**config.mk**
```make
export PLATFORM = sky130hd
export DESIGN_NAME = mem_block_mover
export DESIGN_NICKNAME = d
export VERILOG_FILES = /design/src/rtl/mem_block_mover.sv
export SDC_FILE = /design/constraint.sdc
export NUM_CORES = 1
export LEC_CHECK = 0
export CAP_MARGIN = 5
export CORE_ASPECT_RATIO = 1.75
export CORE_UTILIZATION = 30
export CTS_BUF_LIST = sky130_fd_sc_hd__clkbuf_4
export DETAILED_ROUTE_END_ITERATION = 7
export SLEW_MARGIN = 40
export SYNTH_ARGS = -nofsm -noshare
export SYNTH_HDL_FRONTEND = slang
export SYNTH_SLANG_ARGS = --single-unit
```
**constraint.sdc**
```tcl
create_clock -name clk_i -period 3.7 [get_ports clk_i]
set_input_delay 0.37 -clock clk_i [delete_from_list [all_inputs] [get_ports clk_i]]
set_output_delay 0.37 -clock clk_i [all_outputs]
set_load 0.02 [all_outputs]
```
**src/rtl/mem_block_mover.sv**
```systemverilog
// Block copy / block fill initiator for the data memory port. Owns the port while busy_o is high
// and keeps a running sum of the words written as a transfer checksum.
module mem_block_mover #(
  parameter int unsigned ADDR_W = 5,
  parameter int unsigned DATA_W = 32
) (
  input  logic              clk_i,
  input  logic              rst_ni,
  input  logic              start_i,
  input  logic              mode_i,
  input  logic [ADDR_W-1:0] src_addr_i,
  input  logic [ADDR_W-1:0] dst_addr_i,
  input  logic [ADDR_W:0]   len_i,
  input  logic [DATA_W-1:0] fill_value_i,
  output logic              busy_o,
  output logic              done_o,
  output logic [DATA_W-1:0] sum_o,
  output logic [ADDR_W-1:0] mem_address_o,
  output logic [DATA_W-1:0] mem_writedata_o,
  output logic              mem_memwr_o,
  output logic              mem_memrd_o,
  input  logic [DATA_W-1:0] mem_readdata_i
);

  typedef enum logic [1:0] {StIdle, StRd, StWr, StDone} state_e;

  state_e              state_q;
  logic                mode_q;
  logic [ADDR_W-1:0]   src_q;
  logic [ADDR_W-1:0]   dst_q;
  logic [ADDR_W:0]     len_q;
  logic [DATA_W-1:0]   fill_q;
  logic [ADDR_W:0]     i_q;
  logic [DATA_W-1:0]   buf_q;
  logic [DATA_W-1:0]   sum_q;

  logic [ADDR_W:0]     i_next;
  logic [DATA_W-1:0]   wr_word;

  assign i_next  = i_q + 1'b1;
  assign wr_word = mode_q ? fill_q : buf_q;

  always_ff @(posedge clk_i or negedge rst_ni) begin
    if (!rst_ni) begin
      state_q <= StIdle;
      mode_q  <= 1'b0;
      src_q   <= '0;
      dst_q   <= '0;
      len_q   <= '0;
      fill_q  <= '0;
      i_q     <= '0;
      buf_q   <= '0;
      sum_q   <= '0;
    end else begin
      unique case (state_q)
        StIdle: begin
          if (start_i) begin
            mode_q <= mode_i;
            src_q  <= src_addr_i;
            dst_q  <= dst_addr_i;
            len_q  <= len_i;
            fill_q <= fill_value_i;
            i_q    <= '0;
            sum_q  <= '0;
            if (len_i == '0) begin
              state_q <= StDone;
            end else begin
              state_q <= mode_i ? StWr : StRd;
            end
          end
        end
        StRd: begin
          buf_q   <= mem_readdata_i;
          state_q <= StWr;
        end
        StWr: begin
          sum_q <= sum_q + wr_word;
          i_q   <= i_next;
          // i is one bit wider than the address so len=32 terminates without overflow
          if (i_next == len_q) begin
            state_q <= StDone;
          end else begin
            state_q <= mode_q ? StWr : StRd;
          end
        end
        StDone: begin
          state_q <= StIdle;
        end
        default: begin
          state_q <= StIdle;
        end
      endcase
    end
  end

  // Outputs decode registered state only, so reset drops the enables asynchronously.
  always_comb begin
    busy_o          = 1'b0;
    done_o          = 1'b0;
    mem_address_o   = '0;
    mem_writedata_o = '0;
    mem_memwr_o     = 1'b0;
    mem_memrd_o     = 1'b0;
    unique case (state_q)
      StIdle: begin
      end
      StRd: begin
        busy_o        = 1'b1;
        mem_memrd_o   = 1'b1;
        mem_address_o = src_q + i_q[ADDR_W-1:0];
      end
      StWr: begin
        busy_o          = 1'b1;
        mem_memwr_o     = 1'b1;
        mem_address_o   = dst_q + i_q[ADDR_W-1:0];
        mem_writedata_o = wr_word;
      end
      StDone: begin
        busy_o = 1'b1;
        done_o = 1'b1;
      end
      default: begin
      end
    endcase
  end

  assign sum_o = sum_q;

endmodule
```
==> out/qor.yml <==
status: "finished, final reports clean"
syn_inst: 682
hold_violations: 0
drv_cap: 0
ir_drop_mv: 0.337
synth_nets: 808
final_cells: 1161
clockBufferDepth: 2
power.density_mw_per_mm2: 1120
clock_latency_ns: 0.56
crit_buf_inv: 2
fin_ws_ns: 0.153
path_class: "reg2reg"
cts_buffers: 17
ys_seq_area_frac: 0.419
max_slew_margin: 0.504
n_fill_cell: 2343
cts.htree.levels: 4
synth_edf_count: 0
post-route-drc-count: 0
fin_skew_ns: 0.0202
syn-cell-area_sq_mm: 0.00722
clkTransAtPathRegs_ns: 0.13
dieArea_sq_mm: 0.0247
crit_chain: "buf_12 -> mux2_2 -> ha_1 -> a21oi_1 -> o21ai_0 -> a221oi_1 -> buf_4 -> a21oi_1 -> or3_1 -> a31o_1 -> mux2_4"
synth_area_per_cell_sq_um: 10.6
start_util: 0.307
arrival_ns: 3.99
grt_pass1_wl_um: 33900
slowest_delay_ns: 0.54
finalSetupViolCount: 0
r2r_slack_ns: 0.15
dpl-instance-area_sq_mm: 0.00917
cpMostUsedCell: "a21oi_1"
grt_use_total: 0.180
cp_slowest_cell: "dfrtp_2"
io_pins: 157
rr_endpoint: "sum_o[31]$_DFFE_PN0P_"
dp_hpwl_um: 15800
grt_max_degree: 62
vias: 5725
ys_async_sr_fraction: 1.00
post-cts-setup-buffers: 0
drive_above_1_share: 0.208
min_period_ns: 3.55
port_buffers: 156
cts_tree: "built"
finalMaxSlewViolations: 0
grt_overflow: 0
syn_to_final_growth_pct: 31.7
drt.antenna.violating_nets: 0
worst_slew_pin_slew_ns: 0.741
critical_path_depth: 11
period_share: 0.959
grt_pass1_vias: 6112
dieWidth_um: 119
hp-class: "in2async"
yosysTopAreaCellShare: 0.419
core_sq_mm: 0.0235
yosysWarningCount: 0
clock_sinks: 121
routedWlPerCell_um: 18.4
endpoint_kind: "flip-flop"
cp_max_fo: 24
fp-row-count: 74
reg2reg_depth: 11
synth_seq_cells: 121
cp.required_ns: 4.14
drtPass1Iterations: 4
nets: 969
totalWireLength_um: 21400
ys_types: 54
critPathTopFamily: "compound AO/OA/AOI/OAI gates"
fin_area_sq_mm: 0.00951
antenna_found_initial: 1
fin_tns_setup_ns: 0
gp_congestion: 0.855
synth_top_cell_by_area: "dfrtp_1"
rsz0062_at_grt: "false"
vias_per_cell: 4.93
leakage_nw: 4.08
place_ws_ns: 0.232
reg2reg_from: "mode_q$_DFFE_PN0P_"
ys_top_cells_by_area: "dfrtp_1, mux2_2, ha_1"
dp_cells: 1127
fmax_ghz: 0.282
drtIter0Drc: 319
root_buffer: "clkbuf_4"
critPathLaunchType: "flip-flop"
fp.dieH_um: 207
synth-main-ff-cell: "dfrtp_1"
==> repair_timing <==
item	in CTS	in global routing
hold buffers	1	0
pin swaps	0	0
resized for setup	1	3
endpoints found under the setup margin	1	2
endpoints found under the hold margin	60	0
==> synthesized netlist by cell type (all sizes together) (3+ instances only) <==
cell type	number
dfrtp	121
mux2	116
nand2	61
o21ai	51
ha	40
a21oi	38
and2	35
xnor2	26
clkbuf	20
inv	19
nor2	19
a21o	17
xor2	14
buf	11
and3	8
nand4	7
nor2b	5
nor3	5
nor4	5
o211ai	5
a211oi	4
a221oi	4
mux2i	4
o21bai	4
o31ai	4
a211o	3
a22o	3
a31oi	3
nand3	3
nand3b	3
o21a	3
==> cell usage in the layout (no fill, tap or decap), drive strengths merged, types with 6 or more instances in the layout <==
cell,instances
and3,8
inv,21
mux2,116
xor2,14
dfrtp,121
xnor2,26
clkdlybuf4s50,153
o21ai,51
a21oi,38
ha,40
buf,17
nand4,7
clkbuf,18
a21o,17
nand2,61
nor2,19
clkinv,6
and2,35
==> worst reg2reg max path, delay by kind of cell, from the launching register on <==
| kind | cells | cell delay [ns] |
|---|---|---|
| AO/OA/AOI/OAI | 5 | 1.14 |
| adder cells (fa/ha/maj) | 1 | 0.35 |
| buffers and inverters | 2 | 0.44 |
| flip-flops | 1 | 0.54 |
| multiplexers | 2 | 0.62 |
| AND/OR/NAND/NOR | 1 | 0.35 |
==> stage by stage <==
stage	hold slack, ns	power (mW)	utilization
6_report	0.346	10.6	0.405
5_1_grt	0.365	11.5	0.405
4_1_cts	0.362	10.7	0.404
3_5_place_dp	0.488	9.60	0.390
3_3_place_gp	0.483	9.54	0.390
2_1_floorplan	0.0744	7.23	-
==> routing by layer <==
metal / track usage / share of wire / vias to the layer above
met4: 0.0960 / 0.040 / 0
met2: 0.332 / 0.55 / 135
met1: 0.195 / 0.38 / 2784
met5: 0 / 0 / -
li1: - / - / 2767
met3: 0.0258 / 0.028 / 39
==> kinds of logic after synthesis <==
logic type	after synthesis	share of synthesized area
xor gates and xnor gates	40	0.0485
and+or+nand+nor	159	0.111
muxes	120	0.187
AOI/OAI and AO/OA	150	0.129
DFF	121	0.419
buffers and inverters	50	0.0312
adders and majority gates	42	0.0748
==> worst max path at each step <==
stage / end / start / slack (ns)
2_1_floorplan: sum_o[31]$_DFFE_PN0P_ / mode_q$_DFFE_PN0P_ / 0.37
3_3_place_gp: sum_o[31]$_DFFE_PN0P_ / mode_q$_DFFE_PN0P_ / 0.26
3_5_place_dp: sum_o[31]$_DFFE_PN0P_ / mode_q$_DFFE_PN0P_ / 0.23
4_1_cts: mem_address_o[3] / state_q[0]$_DFFE_PN0P_ / 0.05
5_1_grt: mem_address_o[1] / state_q[0]$_DFFE_PN0P_ / 0.002
6_report: sum_o[31]$_DFFE_PN0P_ / mode_q$_DFFE_PN0P_ / 0.15
==> layout make-up <==
class | count | area [sq um] | area share
tap | 304 | 380 | 0.0400
clock buffer | 17 | 128 | 0.0134
timing repair buffer | 173 | 1720 | 0.180
sequential | 121 | 3030 | 0.318
multi-input combinational | 511 | 3990 | 0.419
clock inverter | 15 | 200 | 0.0210
inverter | 19 | 71.3 | 0.00750
antenna | 1 | 2.50 | 0.000263
==> registers in the layout (all words and copies together), names as in the netlist, 2 cells and up <==
register	flops
i_q	6
dst_q	5
fill_q	32
len_q	6
buf_q	32
src_q	5
state_q	2
sum_o	32
==> report_power, final <==
group	switching, mW	internal, mW
sequential	0.447	1.97
combinational	3.79	3.30
clock	0.568	0.537
(Power assumes the default switching activity.)
